## config.mk

```make
export PLATFORM = sky130hd
export DESIGN_NAME = button_toggle_gen_flat
export DESIGN_NICKNAME = d
export VERILOG_FILES = /design/src/rtl/button_toggle_gen_pkg.sv /design/src/rtl/button_toggle_gen_if.sv /design/src/rtl/button_toggle_gen_sync_2ff.sv /design/src/rtl/button_toggle_gen.sv /design/src/flat_wrapper.sv
export SDC_FILE = /design/constraint.sdc
export NUM_CORES = 1
export LEC_CHECK = 0
export CORE_MARGIN = 2
export CORE_UTILIZATION = 45
export CTS_BUF_LIST = sky130_fd_sc_hd__clkbuf_8
export DETAILED_ROUTE_END_ITERATION = 6
export HOLD_SLACK_MARGIN = 0.12
export SETUP_SLACK_MARGIN = 0.4
export SYNTH_ARGS = -nofsm -noshare
export SYNTH_HDL_FRONTEND = slang
export SYNTH_SLANG_ARGS = --single-unit
```

## constraint.sdc

```tcl
create_clock -name clk -period 2.6 [get_ports clk]
set_input_delay 0.65 -clock clk [delete_from_list [all_inputs] [get_ports clk]]
set_output_delay 0.65 -clock clk [all_outputs]
set_load 0.01 [all_outputs]
```

## src/rtl/button_toggle_gen_pkg.sv

```systemverilog
// -----------------------------------------------------------------------------
// button_toggle_pkg
// Shared types and constants for the button toggle generator:
//   - state_t : FSM state encoding
//   - CNT_W   : width of the shared debounce/hold/repeat counter, sized so the
//               largest legal timing parameter (65535) fits without overflow
//   - PCNT_W  : width of the issued-pulse counter
// -----------------------------------------------------------------------------
package button_toggle_pkg;

  localparam int unsigned MAX_PARAM = 65535;
  localparam int unsigned CNT_W     = $clog2(MAX_PARAM + 1);
  localparam int unsigned PCNT_W    = 8;

  typedef logic [CNT_W-1:0]  cnt_t;
  typedef logic [PCNT_W-1:0] pcnt_t;

  typedef enum logic [2:0] {
    IDLE        = 3'd0,
    DEB_PRESS   = 3'd1,
    HELD        = 3'd2,
    REPEAT      = 3'd3,
    DEB_RELEASE = 3'd4
  } state_t;

endpackage

```

## src/rtl/button_toggle_gen_if.sv

```systemverilog
// -----------------------------------------------------------------------------
// button_toggle_gen_if
// Button-side signal bundle of the toggle generator.
//   btn_in    : raw push-button level (1 = pressed)
//   repeat_en : enable auto-repeat while held
//   t_out     : single-cycle toggle request
//   btn_level : debounced button level
//   pulse_cnt : number of t_out pulses since reset (wraps)
// master = stimulus side, slave = generator side.
// -----------------------------------------------------------------------------
interface button_toggle_gen_if;
  import button_toggle_pkg::*;

  logic  btn_in;
  logic  repeat_en;
  logic  t_out;
  logic  btn_level;
  pcnt_t pulse_cnt;

  modport master (output btn_in, output repeat_en,
                  input  t_out,  input  btn_level, input pulse_cnt);
  modport slave  (input  btn_in, input  repeat_en,
                  output t_out,  output btn_level, output pulse_cnt);
endinterface

```

## src/rtl/button_toggle_gen_sync_2ff.sv

```systemverilog
// -----------------------------------------------------------------------------
// sync_2ff
// Two-flop synchronizer for a single asynchronous bit.
//   clk   : destination clock
//   reset : asynchronous, active-high; clears both flops to 0
//   d_i   : asynchronous input
//   q_o   : synchronized output (two-cycle latency)
// -----------------------------------------------------------------------------
module sync_2ff (
  input  logic clk,
  input  logic reset,
  input  logic d_i,
  output logic q_o
);

  logic meta_q;
  logic sync_q;

  // NOTE: non-blocking assignments make both flops sample their old values on
  // the same edge; blocking here would collapse the chain into a single flop.
  always_ff @(posedge clk or posedge reset) begin
    if (reset) begin
      meta_q <= 1'b0;
      sync_q <= 1'b0;
    end else begin
      meta_q <= d_i;
      sync_q <= meta_q;
    end
  end

  assign q_o = sync_q;

endmodule

```

## src/rtl/button_toggle_gen.sv

```systemverilog
// -----------------------------------------------------------------------------
// button_toggle_gen
// Debounces a push button and issues single-cycle toggle requests for a
// downstream negedge T flip-flop: one on each accepted press, then optional
// auto-repeat pulses while the button stays held.
//   clk   : system clock, rising edge
//   reset : asynchronous, active-high
//   bus   : button_toggle_gen_if.slave (btn_in, repeat_en -> t_out,
//           btn_level, pulse_cnt)
// Parameters: DEBOUNCE_CYCLES (2..255), REPEAT_DELAY (2..65535),
//             REPEAT_PERIOD (2..65535).
// -----------------------------------------------------------------------------
module button_toggle_gen
  import button_toggle_pkg::*;
#(
  parameter int unsigned DEBOUNCE_CYCLES = 16,
  parameter int unsigned REPEAT_DELAY    = 64,
  parameter int unsigned REPEAT_PERIOD   = 16
) (
  input  logic                clk,
  input  logic                reset,
  button_toggle_gen_if.slave  bus
);

  // Compare values: the counter holds the number of samples/cycles already
  // seen, so the current sample is the last one when the count is N-1.
  localparam cnt_t DEB_LAST    = cnt_t'(DEBOUNCE_CYCLES - 1);
  localparam cnt_t DELAY_CNT   = cnt_t'(REPEAT_DELAY);
  localparam cnt_t PERIOD_LAST = cnt_t'(REPEAT_PERIOD - 1);

  logic   btn_s;
  state_t state_q, state_d;
  cnt_t   cnt_q, cnt_d;
  logic   arm_q, arm_d;       // press accepted last edge: pulse on this edge
  logic   rep_fire;           // auto-repeat pulse due on this edge
  logic   t_out_q, t_out_d;
  pcnt_t  pcnt_q, pcnt_d;
  logic   btn_level;

  sync_2ff u_sync (
    .clk   (clk),
    .reset (reset),
    .d_i   (bus.btn_in),
    .q_o   (btn_s)
  );

  // State and output registers.
  always_ff @(posedge clk or posedge reset) begin
    if (reset) begin
      state_q <= IDLE;
      cnt_q   <= '0;
      arm_q   <= 1'b0;
      t_out_q <= 1'b0;
      pcnt_q  <= '0;
    end else begin
      state_q <= state_d;
      cnt_q   <= cnt_d;
      arm_q   <= arm_d;
      t_out_q <= t_out_d;
      pcnt_q  <= pcnt_d;
    end
  end

  // Next-state and counter logic. One counter serves debounce, hold delay
  // and repeat period, since only one of them is live in any state.
  always_comb begin
    // NOTE: every signal gets a default before the case so no path leaves it
    // unassigned, which would otherwise infer a latch.
    state_d  = state_q;
    cnt_d    = cnt_q;
    arm_d    = 1'b0;
    rep_fire = 1'b0;
    unique case (state_q)
      IDLE: begin
        if (btn_s) begin
          state_d = DEB_PRESS;
          cnt_d   = cnt_t'(1);
        end
      end
      DEB_PRESS: begin
        if (!btn_s) begin
          state_d = IDLE;
          cnt_d   = '0;
        end else if (cnt_q == DEB_LAST) begin
          state_d = HELD;
          cnt_d   = '0;
          arm_d   = 1'b1;
        end else begin
          cnt_d = cnt_q + cnt_t'(1);
        end
      end
      HELD: begin
        if (!btn_s) begin
          state_d = DEB_RELEASE;
          cnt_d   = cnt_t'(1);
        end else if (!bus.repeat_en) begin
          cnt_d = '0;
        end else if (cnt_q == DELAY_CNT) begin
          state_d  = REPEAT;
          cnt_d    = '0;
          rep_fire = 1'b1;
        end else begin
          cnt_d = cnt_q + cnt_t'(1);
        end
      end
      REPEAT: begin
        if (!btn_s) begin
          state_d = DEB_RELEASE;
          cnt_d   = cnt_t'(1);
        end else if (!bus.repeat_en) begin
          state_d = HELD;
          cnt_d   = '0;
        end else if (cnt_q == PERIOD_LAST) begin
          cnt_d    = '0;
          rep_fire = 1'b1;
        end else begin
          cnt_d = cnt_q + cnt_t'(1);
        end
      end
      DEB_RELEASE: begin
        if (btn_s) begin
          state_d = HELD;
          cnt_d   = '0;
        end else if (cnt_q == DEB_LAST) begin
          state_d = IDLE;
          cnt_d   = '0;
        end else begin
          cnt_d = cnt_q + cnt_t'(1);
        end
      end
      default: begin
        state_d = IDLE;
        cnt_d   = '0;
      end
    endcase
  end

  // Outputs. The press pulse is issued one cycle after HELD is entered, so
  // the level is already up when the downstream flop toggles.
  always_comb begin
    t_out_d   = arm_q | rep_fire;
    pcnt_d    = pcnt_q + {{(PCNT_W-1){1'b0}}, t_out_d};
    btn_level = (state_q == HELD) || (state_q == REPEAT) ||
                (state_q == DEB_RELEASE);
  end

  assign bus.t_out     = t_out_q;
  assign bus.btn_level = btn_level;
  assign bus.pulse_cnt = pcnt_q;

endmodule

```

## src/flat_wrapper.sv

```systemverilog
// flat-port wrapper written by rule: the top's interface ports become plain ports
module button_toggle_gen_flat import button_toggle_pkg::*;
#(
  parameter int unsigned DEBOUNCE_CYCLES = 16,
  parameter int unsigned REPEAT_DELAY    = 64,
  parameter int unsigned REPEAT_PERIOD   = 16
)
  (clk, reset, bus_btn_in, bus_repeat_en, bus_t_out, bus_btn_level, bus_pulse_cnt);
  button_toggle_gen_if bus_i ();
  input  logic clk;
  input  logic reset;
  input wire logic [$bits(bus_i.btn_in)-1:0] bus_btn_in;
  input wire logic [$bits(bus_i.repeat_en)-1:0] bus_repeat_en;
  output wire logic [$bits(bus_i.t_out)-1:0] bus_t_out;
  output wire logic [$bits(bus_i.btn_level)-1:0] bus_btn_level;
  output wire logic [$bits(bus_i.pulse_cnt)-1:0] bus_pulse_cnt;
  assign bus_i.btn_in = bus_btn_in;
  assign bus_i.repeat_en = bus_repeat_en;
  assign bus_t_out = bus_i.t_out;
  assign bus_btn_level = bus_i.btn_level;
  assign bus_pulse_cnt = bus_i.pulse_cnt;
  button_toggle_gen #(.DEBOUNCE_CYCLES(DEBOUNCE_CYCLES), .REPEAT_DELAY(REPEAT_DELAY), .REPEAT_PERIOD(REPEAT_PERIOD)) u_core (.clk(clk), .reset(reset), .bus(bus_i));
endmodule
```

==> reports/qor.yml <==
logic_synthesis:
  postSynthCellCount: 159
  synth.area.top_cells: "dfrtp_1 (48%), xnor2_1 (6.5%), nor2_1 (4.6%)"
  synthSimpleGateAreaFrac_pct: 27.4
  synth_mux_area_share_pct: 0.617
  synth_compound_area_share_pct: 8.25
  synth_top_cell_by_area: "dfrtp_1"
  async_flop_share_pct: 100
  synth_edf_count: 0
  synth_fp_nets: 167
  synthAdderAreaFrac_pct: 3.08
  synth.distinct_cells: 39
  synth_seq_area_share_pct: 47.8
  synth_top_family_by_area: "simple AND/OR/NAND/NOR gates"
  synth_top_area_share_pct: 47.8
  avgSynthCellArea_um2: 10.2
  ys.flop_type: "dfrtp_1"
  syn-cell-area_mm2: 0.00162
  yosysMostFrequentCell: "dfrtp_1"
  synth_common_cells: "dfrtp_1 (31), nor2_1 (20), xnor2_1 (12), nand3_1 (11), nand2_1 (8)"
  ys_seq_elements: 31
  synthXorXnorAreaFrac_pct: 9.18
  yosysWarningCount: 0
floorplan:
  die_area_mm2: 0.00410
  start_util_pct: 47.9
  io_pins: 14
  die_h_um: 64.1
  die_w_um: 64.1
  fp-row-count: 21
  fp.coreArea_mm2: 0.00339
routing:
  wl_per_cell_um: 13.4
  first_iter_violations: 40
  drc: 0
  routed_wl_mm: 3.18
  dr_total_vias: 1275
  via_per_inst: 5.38
  ant_nets: 0
  firstDrtPassIters: 4
sta:
  slew_violations: 0
  min_period_ns: 2.13
  setup_viol: 0
  fin_crit_sh_pct: 82.1
  fmax_ghz: 0.469
  rsz0062_at_grt: "true"
  relSlewSlack_pct: 72.5
  final.setup.tns_ns: 0
  whs_ns: 0.356
  fin_ws_ns: 0.466
  skew_ns: 0.00301
  worstMarginPinSlew_ns: 0.410
  hold_viol: 0
run_status:
  status: "finished, final reports clean"
layout:
  final_area_mm2: 0.00208
  area_growth_pct: 28.4
  finalNetCount: 198
  num_antenna_cells: 0
  drive_gt1_share_pct: 24.6
  finalNonFillerCells: 237
  final_util_pct: 61.5
  fillers: 287
placed_design:
  portBuffers: 13
  pre_cts_ws_ns: 0.139
  dpl.cell_count: 214
  dp_hpwl_mm: 2.17
  place_area_mm2: 0.00180
  gp_congestion: 0.808
critical_path:
  required_ns: 2.77
  r2r_cells: 9
  r2r-end: "u_core.bus.pulse_cnt[6]$_DFF_PP0_"
  worstPathArrival_ns: 2.30
  ff2ff_setup_slack_ns: 0.47
  worstSetupPathType: "reg -> reg"
  critPathMaxFanout: 3
  regToRegStartpoint: "u_core.cnt_q[12]$_DFFE_PP0N_"
  cp-startpoint: "u_core.cnt_q[12]$_DFFE_PP0N_"
  critPathCaptureType: "flip-flop"
  start_kind: "flip-flop"
  cp-endpoint: "u_core.bus.pulse_cnt[6]$_DFF_PP0_"
job:
  maxCapViolations: 0
global_routing:
  grt_use_met3_pct: 5.11
  grt_max_degree: 17
  grt.total_usage_pct: 17.1
  use_met2_pct: 28.3
  busiest_layer: "met2"
  met1_usage_pct: 21.9
  grt_overflow: 0
  grt_pass1_wl_mm: 5.55
  antenna_found_initial: 0
  grt_pass1_vias: 1267
pwr:
  cellPowerDensity_mw_per_mm2: 439
  worst_ir_drop_vdd_uv: 344
  leakage_nw: 0.903
  p_total_mw: 0.915
clock_tree:
  cts_root_buf: "clkbuf_8"
  cts_max_path_buffers: 2
  clock_sinks: 31
  holdBufCountCts: 0
  cts_tree: "done"
  worstSkewPairLatency_ns: 0.28
  numCtsBuffers: 5
  htree_levels: 2
  clk_pin_slew_ns: 0.06
worst_hold_path:
  hp-class: "reg -> reg"
-- cell usage in the layout (no fill, tap or decap), types with 2 or more instances in the layout --
cell type,instances
a21o_1,3
clkinv_2,3
nand3_1,10
xor2_1,5
nor3_1,6
nand3b_1,5
nor4_4,3
clkbuf_8,5
dfrtp_2,4
ha_4,2
o21ai_0,2
xnor2_1,12
a21oi_1,2
buf_4,18
and3_1,2
nor2_1,20
and3_4,2
clkdlybuf4s50_1,13
inv_1,6
nand4_1,5
dfrtp_1,27
nand2_1,8
o22ai_1,2
-- cells by family (layout without fill, tap and decap cells) --
group | count (synthesis) | count (layout)
XOR/XNOR | 17 | 17
flip-flops | 31 | 31
multiplexers | 1 | 1
AND/OR/NAND/NOR | 74 | 74
adder cells (fa/ha/maj) | 4 | 4
buffers and inverters | 14 | 46
AO/OA/AOI/OAI | 18 | 18
-- worst min-delay path by stage --
stage | start | endpoint | slack (ns) | cells after the start
2_1_floorplan | u_core.u_sync.meta_q$_DFF_PP0_ | u_core.u_sync.q_o$_DFF_PP0_ | 0.33 | 0
3_3_place_gp | u_core.u_sync.meta_q$_DFF_PP0_ | u_core.u_sync.q_o$_DFF_PP0_ | 0.34 | 0
3_5_place_dp | u_core.u_sync.meta_q$_DFF_PP0_ | u_core.u_sync.q_o$_DFF_PP0_ | 0.35 | 0
4_1_cts | u_core.u_sync.meta_q$_DFF_PP0_ | u_core.u_sync.q_o$_DFF_PP0_ | 0.36 | 0
5_1_grt | u_core.u_sync.meta_q$_DFF_PP0_ | u_core.u_sync.q_o$_DFF_PP0_ | 0.38 | 0
6_report | u_core.u_sync.meta_q$_DFF_PP0_ | u_core.u_sync.q_o$_DFF_PP0_ | 0.36 | 0
-- state kept, by name, indices dropped and copies added (netlist names) --
name                  count
u_core.arm_q              1
u_core.bus.pulse_cnt      8
u_core.bus.t_out          1
u_core.cnt_q             16
u_core.state_q            3
u_core.u_sync.meta_q      1
u_core.u_sync.q_o         1
-- repair_timing --
item / in CTS / in global routing
gates resized for setup: 14 / 7
cloned: 0 / 0
endpoints found under the hold margin: 0 / 0
setup endpoints to repair: 16 / 13
setup buffers: 7 / 8
pin swaps: 4 / 7
-- worst max-delay path: stages, from the launching register on --
cell	delay, ns
dfrtp_2	0.43
nor4_4	0.37
nand4_2	0.17
o22ai_2	0.19
a21o_1	0.19
ha_4	0.17
ha_4	0.13
and3_4	0.18
nand3_2	0.08
xnor2_1	0.13
-- where the power goes --
group	internal [mW]	total, mW	switching, mW
sequential	0.489	0.499	0.00936
combinational	0.0268	0.0632	0.0363
clock	0.183	0.353	0.171
total	0.699	0.915	0.216
-- area by class of cell --
class / instances / area, um^2 / share of cell area (%)
Clock buffer: 5 / 68.8 / 3.30
Clock inverter: 3 / 15.0 / 0.721
Inverter: 7 / 26.3 / 1.26
Multi-Input combinational cell: 114 / 870 / 41.7
Sequential cell: 31 / 781 / 37.5
Tap cell: 46 / 57.6 / 2.76
Timing Repair Buffer: 31 / 265 / 12.7
-- per-layer routing --
layer  up-vias  part of all wire (%)
li1        621                     -
met1       633                    48
met2        16                    48
met3         5                   2.9
met4         0                  0.88
met5         -                     0
Note: power is estimated with default switching activity, not from simulation.
